==> src/rtl/pc_lut_pkg.sv <==
// rtl/pc_lut_pkg.sv - shared widths, state type and default table contents for pc_target_lut
package pc_lut_pkg;

    localparam int D_DEFAULT = 10;
    localparam int A_DEFAULT = 4;

    typedef enum logic {INIT, RUN} lut_state_e;

    localparam int SHIFT          = 2;
    localparam int CORRECT        = 3;
    localparam int END            = 4;
    localparam int LSBSHIFT       = 5;
    localparam int NEXT           = 6;
    localparam int BEGINSHIFTLOOP = 7;
    localparam int LSBXOR         = 8;

    localparam int NUM_DEFAULTS = 11;
    localparam logic [31:0] DEFAULT_TARGETS [NUM_DEFAULTS] = '{
        32'd0, 32'd11, 32'd80, 32'd68, 32'd113, 32'd53,
        32'd56, 32'd59, 32'd77, 32'd20, 32'd95
    };

    // Entries past the listed defaults load as zero.
    function automatic logic [31:0] default_target(input int unsigned idx);
        if (idx < NUM_DEFAULTS) begin
            return DEFAULT_TARGETS[idx];
        end
        return 32'd0;
    endfunction

endpackage

==> src/rtl/pc_lut_storage.sv <==
// rtl/pc_lut_storage.sv - DEPTH x D register file, one write port, one asynchronous read port
module pc_lut_storage #(
    parameter int D = 10,
    parameter int A = 4
) (
    input  logic         clk,
    input  logic         we,
    input  logic [A-1:0] wa,
    input  logic [D-1:0] wd,
    input  logic [A-1:0] ra,
    output logic [D-1:0] rd
);

    localparam int DEPTH = 2 ** A;

    logic [D-1:0] mem [DEPTH];

    always_ff @(posedge clk) begin
        if (we) begin
            mem[wa] <= wd;
        end
    end

    assign rd = mem[ra];

endmodule

==> src/rtl/pc_target_lut.sv <==
// rtl/pc_target_lut.sv - writable branch-target table with init sequencer and PC-relative resolve
module pc_target_lut
    import pc_lut_pkg::*;
#(
    parameter int D = D_DEFAULT,
    parameter int A = A_DEFAULT
) (
    input  logic         clk,
    input  logic         rst_n,
    input  logic         rd_en,
    input  logic [A-1:0] rd_addr,
    input  logic         rd_rel,
    input  logic [D-1:0] pc_in,
    output logic [D-1:0] target,
    output logic         target_valid,
    input  logic         wr_en,
    input  logic [A-1:0] wr_addr,
    input  logic [D-1:0] wr_data,
    output logic         ready
);

    lut_state_e   state;
    logic [A-1:0] cnt;

    logic         mem_we;
    logic [A-1:0] mem_wa;
    logic [D-1:0] mem_wd;
    logic [D-1:0] mem_rd;
    logic [31:0]  init_word;
    logic [D-1:0] init_data;
    logic [D-1:0] entry;
    logic [D-1:0] resolved;
    logic         rd_accept;
    logic         wr_accept;

    assign init_word = default_target(32'(cnt));
    assign init_data = init_word[D-1:0];

    assign rd_accept = rd_en && ready;
    assign wr_accept = wr_en && ready;

    // The init sequencer owns the single write port until the table is loaded.
    assign mem_we = (state == INIT) || wr_accept;
    assign mem_wa = (state == INIT) ? cnt : wr_addr;
    assign mem_wd = (state == INIT) ? init_data : wr_data;

    pc_lut_storage #(
        .D (D),
        .A (A)
    ) u_storage (
        .clk (clk),
        .we  (mem_we),
        .wa  (mem_wa),
        .wd  (mem_wd),
        .ra  (rd_addr),
        .rd  (mem_rd)
    );

    // Write-first: a same-cycle write to the read index is seen by the read.
    assign entry    = (wr_accept && (wr_addr == rd_addr)) ? wr_data : mem_rd;
    assign resolved = rd_rel ? (pc_in + entry) : entry;

    always_ff @(posedge clk or negedge rst_n) begin
        if (!rst_n) begin
            state        <= INIT;
            cnt          <= '0;
            ready        <= 1'b0;
            target       <= '0;
            target_valid <= 1'b0;
        end else begin
            case (state)
                INIT: begin
                    target_valid <= 1'b0;
                    cnt          <= cnt + 1'b1;
                    if (cnt == {A{1'b1}}) begin
                        state <= RUN;
                        ready <= 1'b1;
                    end
                end
                RUN: begin
                    target_valid <= rd_accept;
                    if (rd_accept) begin
                        target <= resolved;
                    end
                end
                default: begin
                    state <= INIT;
                end
            endcase
        end
    end

endmodule

==> config.mk <==
export PLATFORM = sky130hd
export DESIGN_NAME = pc_target_lut
export DESIGN_NICKNAME = d
export VERILOG_FILES = /design/src/rtl/pc_lut_pkg.sv /design/src/rtl/pc_lut_storage.sv /design/src/rtl/pc_target_lut.sv
export SDC_FILE = /design/constraint.sdc
export NUM_CORES = 1
export LEC_CHECK = 0
export BUFFER_PORTS_ARGS = -buffer_cell sky130_fd_sc_hd__buf_2
export CAP_MARGIN = 20
export CELL_PAD_IN_SITES_DETAIL_PLACEMENT = 1
export CELL_PAD_IN_SITES_GLOBAL_PLACEMENT = 2
export CORE_ASPECT_RATIO = 1.1
export CORE_MARGIN = 3
export CORE_UTILIZATION = 42
export CTS_CLUSTER_DIAMETER = 100
export CTS_CLUSTER_SIZE = 12
export DETAILED_ROUTE_END_ITERATION = 8
export PLACE_DENSITY_LB_ADDON = 0.05
export SLEW_MARGIN = 25
export SYNTH_ARGS = -nofsm -noshare
export SYNTH_HDL_FRONTEND = slang
export SYNTH_SLANG_ARGS = --single-unit
==> constraint.sdc <==
create_clock -name clk -period 3.45 [get_ports clk]
set_input_delay 0.5175 -clock clk [delete_from_list [all_inputs] [get_ports clk]]
set_output_delay 0.5175 -clock clk [all_outputs]
set_load 0.02 [all_outputs]
==> impl_metrics.py <==
metrics = {
    "synth": {
        "ys_top_cells_by_area": "edfxtp_1 61%, mux4_1 9.3%, mux4_2 6.3%",
        "synth_top_area_share_pct": 60.8,
        "yosysSeqAreaShare_pct": 66.1,
        "synth_cell_types": 46,
        "syn_area_um2": 7910,
        "synth_area_leader_cell": "edfxtp_1",
        "synth-edff-count": 160,
        "async_reset_ff_share_pct": 9.60,
        "syn_nets": 490,
        "netlist_instances": 442,
        "synth_most_common_cell": "edfxtp_1",
        "synth_common_cells": "160 x edfxtp_1, 29 x nand2_1, 28 x mux4_1",
        "synth_flop_cell": "edfxtp_1",
        "syn_area_per_cell_um2": 17.9,
        "ys_seq_elements": 177,
        "synth_warnings": 0,
    },
    "critical_path": {
        "crit_fanout": 6,
        "crit_required_ns": 3.76,
        "arrival_ns": 3.68,
        "critPathCaptureType": "flip-flop",
        "crit_type": "input pin to flip-flop",
        "start_kind": "input pin",
    },
    "finish": {
        "syn_to_final_growth_pct": 20.6,
        "fill_cells": 1739,
        "post-route-cell-area_um2": 9530,
        "drive_gt1_share_pct": 34.9,
        "fin_nets": 591,
        "finalNonFillerCells": 799,
        "fin_util_pct": 51.8,
        "antenna_cells": 0,
    },
    "pwr": {
        "pwr_density_cell_nw_per_um2": 508,
        "p_leak_nw": 3.45,
        "irDropWorstVdd_v": 0.000420,
    },
    "routing": {
        "avgViaCountPerCell": 5.55,
        "drt_iter0_drc": 224,
        "postRouteAntennaNets": 0,
        "wl_per_cell_um": 24.4,
        "vias": 4431,
        "drc": 0,
        "drt-total-wl_um": 19500,
        "drt-pass1-iter-count": 5,
    },
    "clock_network": {
        "cts_root_buf": "clkbuf_16",
        "cts.clk_slew.worst_paths_ns": 0.07,
        "htreeDepth": 4,
        "clock_latency_ns": 0.43,
        "cts.sinks": 177,
        "cts-buffers-inserted": 17,
        "clock_path_buffers": 2,
        "cts_tree": "built",
        "postCtsSetupBuffers": 0,
    },
    "timing": {
        "fmax_mhz": 296,
        "slew_headroom_pct": 61.7,
        "setup-violations-final": 0,
        "report.final.slew_viol_count": 0,
        "hold_violations": 0,
        "post-route-period-util_pct": 97.9,
        "finalClockSkew_ns": 0.00884,
        "worst_slew_pin_slew_ns": 0.575,
        "fin_crit_ns": 3.38,
    },
    "floorplanning": {
        "ioPinCount": 45,
        "row_count": 52,
        "die_area_um2": 20500,
        "coreArea_um2": 18400,
        "die_h_um": 150,
        "chipWidth_um": 137,
        "initial_utilization_pct": 42.9,
    },
    "global_route": {
        "grt_antenna_before_repair": 0,
        "grt_use_total_pct": 20.0,
        "grt_pass1_wl_um": 29200,
        "grt_overflow": 0,
        "grt_max_degree": 22,
        "grt_pass1_vias": 4640,
    },
    "placed_design": {
        "io_buffers": 44,
        "dp.cells": 765,
        "postPlaceCellArea_um2": 8800,
        "dpl.hpwl_um": 13100,
        "gp_congestion": 0.786,
    },
    "status": {
        "status": "finished, final reports clean",
    },
    "job": {
        "maxCapViolations": 0,
    },
    "min_path": {
        "min_path_type": "input pin to asynchronous set/reset pin",
    },
}
## kinds of logic after synthesis
group,after synthesis,synth area share [%]
XOR/XNOR,13,1.44
AO/OA/AOI/OAI,58,4.61
buffers and inverters,31,2.10
AND/OR/NAND/NOR,76,4.37
multiplexers,72,18.9
flip-flops,177,66.1
adder cells (fa/ha/maj),15,2.47
## routing by layer
layer | part of all wire (%) | wire [µm] | vias to the layer above | GRT usage (%)
met4 | 1.6 | 307 | 0 | 5.24
met3 | 3.2 | 619 | 22 | 3.40
li1 | - | - | 1997 | -
met5 | 0 | 0 | - | 0
met1 | 44 | 8570 | 2319 | 26.5
met2 | 51 | 10000 | 93 | 34.5
## metrics by stage
stage | hold slack (ns) | setup slack (ns) | setup TNS (ns) | power (mW)
2_1_floorplan | 0.222 | -0.150 | -0.209 | 2.78
3_3_place_gp | 0.452 | -0.639 | -1.86 | 2.99
3_5_place_dp | 0.465 | -0.614 | -1.95 | 3.01
4_1_cts | 0.00210 | 0.00657 | 0 | 4.88
5_1_grt | 0.0249 | -0.00865 | -0.00865 | 5.03
6_report | 0.00124 | 0.0732 | 0 | 4.84
## what timing repair did
action,in CTS,in global routing
setup endpoints to repair,3,3
gates cloned,2,0
pin swaps,3,4
resized for setup,10,15
hold endpoints to repair,0,0
hold buffers,0,0
## where the power goes
| group | switching (mW) | internal [mW] | leakage (nW) | total, mW |
|---|---|---|---|---|
| sequential | 0.0148 | 2.38 | 1.65 | 2.40 |
| clock | 0.889 | 0.956 | 0.269 | 1.84 |
| combinational | 0.311 | 0.287 | 1.53 | 0.598 |
| total | 1.21 | 3.62 | 3.45 | 4.84 |
## registers in the layout, summed over array words and instances, names as in the netlist
signal and cells:
target_valid 1, cnt 4, state 1, ready 1, u_storage.mem 160, target 10
## layout make-up
type	count	area, µm²	share of cell area, %
Timing Repair Buffer	103	772	8.10
Multi-Input combinational cell	234	2620	27.5
Sequential cell	177	5230	54.9
Clock inverter	15	144	1.51
Inverter	10	37.5	0.394
Tap cell	243	304	3.19
Clock buffer	17	425	4.46
## worst max-delay path: stages
cell and delay (ns):
buf_8 0.12, bufbuf_16 0.28, mux4_1 0.57, mux4_2 0.50, mux2_4 0.28, ha_1 0.33, o21ai_2 0.08, buf_4 0.14
nor3b_4 0.17, nor2_1 0.10, a211oi_4 0.35, xnor2_2 0.16, o21ai_1 0.08
## final timing paths
check	from	to	slack (ns)	cells past startpoint
min	rst_n	cnt[2]	0.001	1
max reg2reg	u_storage.mem[5][2]	target[9]	0.13	11
max	rd_addr[0]	target[9]	0.07	13
max in group asynchronous	rst_n	target[3]	3.17	1
min in group clk	target[2]	target[2]	0.47	2
min reg2reg	target[2]	target[2]	0.47	2
## placed cells by master (no fill, tap or decap), drive strengths merged, types with 8 or more instances in the layout
cell type / synthesis / final
ha: 14 / 14
o21ai: 23 / 23
buf: 8 / 102
clkbuf: 13 / 17
nor2: 25 / 25
nand2: 29 / 29
mux2i: 8 / 8
mux4: 50 / 50
edfxtp: 160 / 160
mux2: 14 / 14
dfrtp: 17 / 17
xnor2: 12 / 12
a21oi: 8 / 8
inv: 10 / 17
Note: power is estimated with default switching activity, not from simulation.
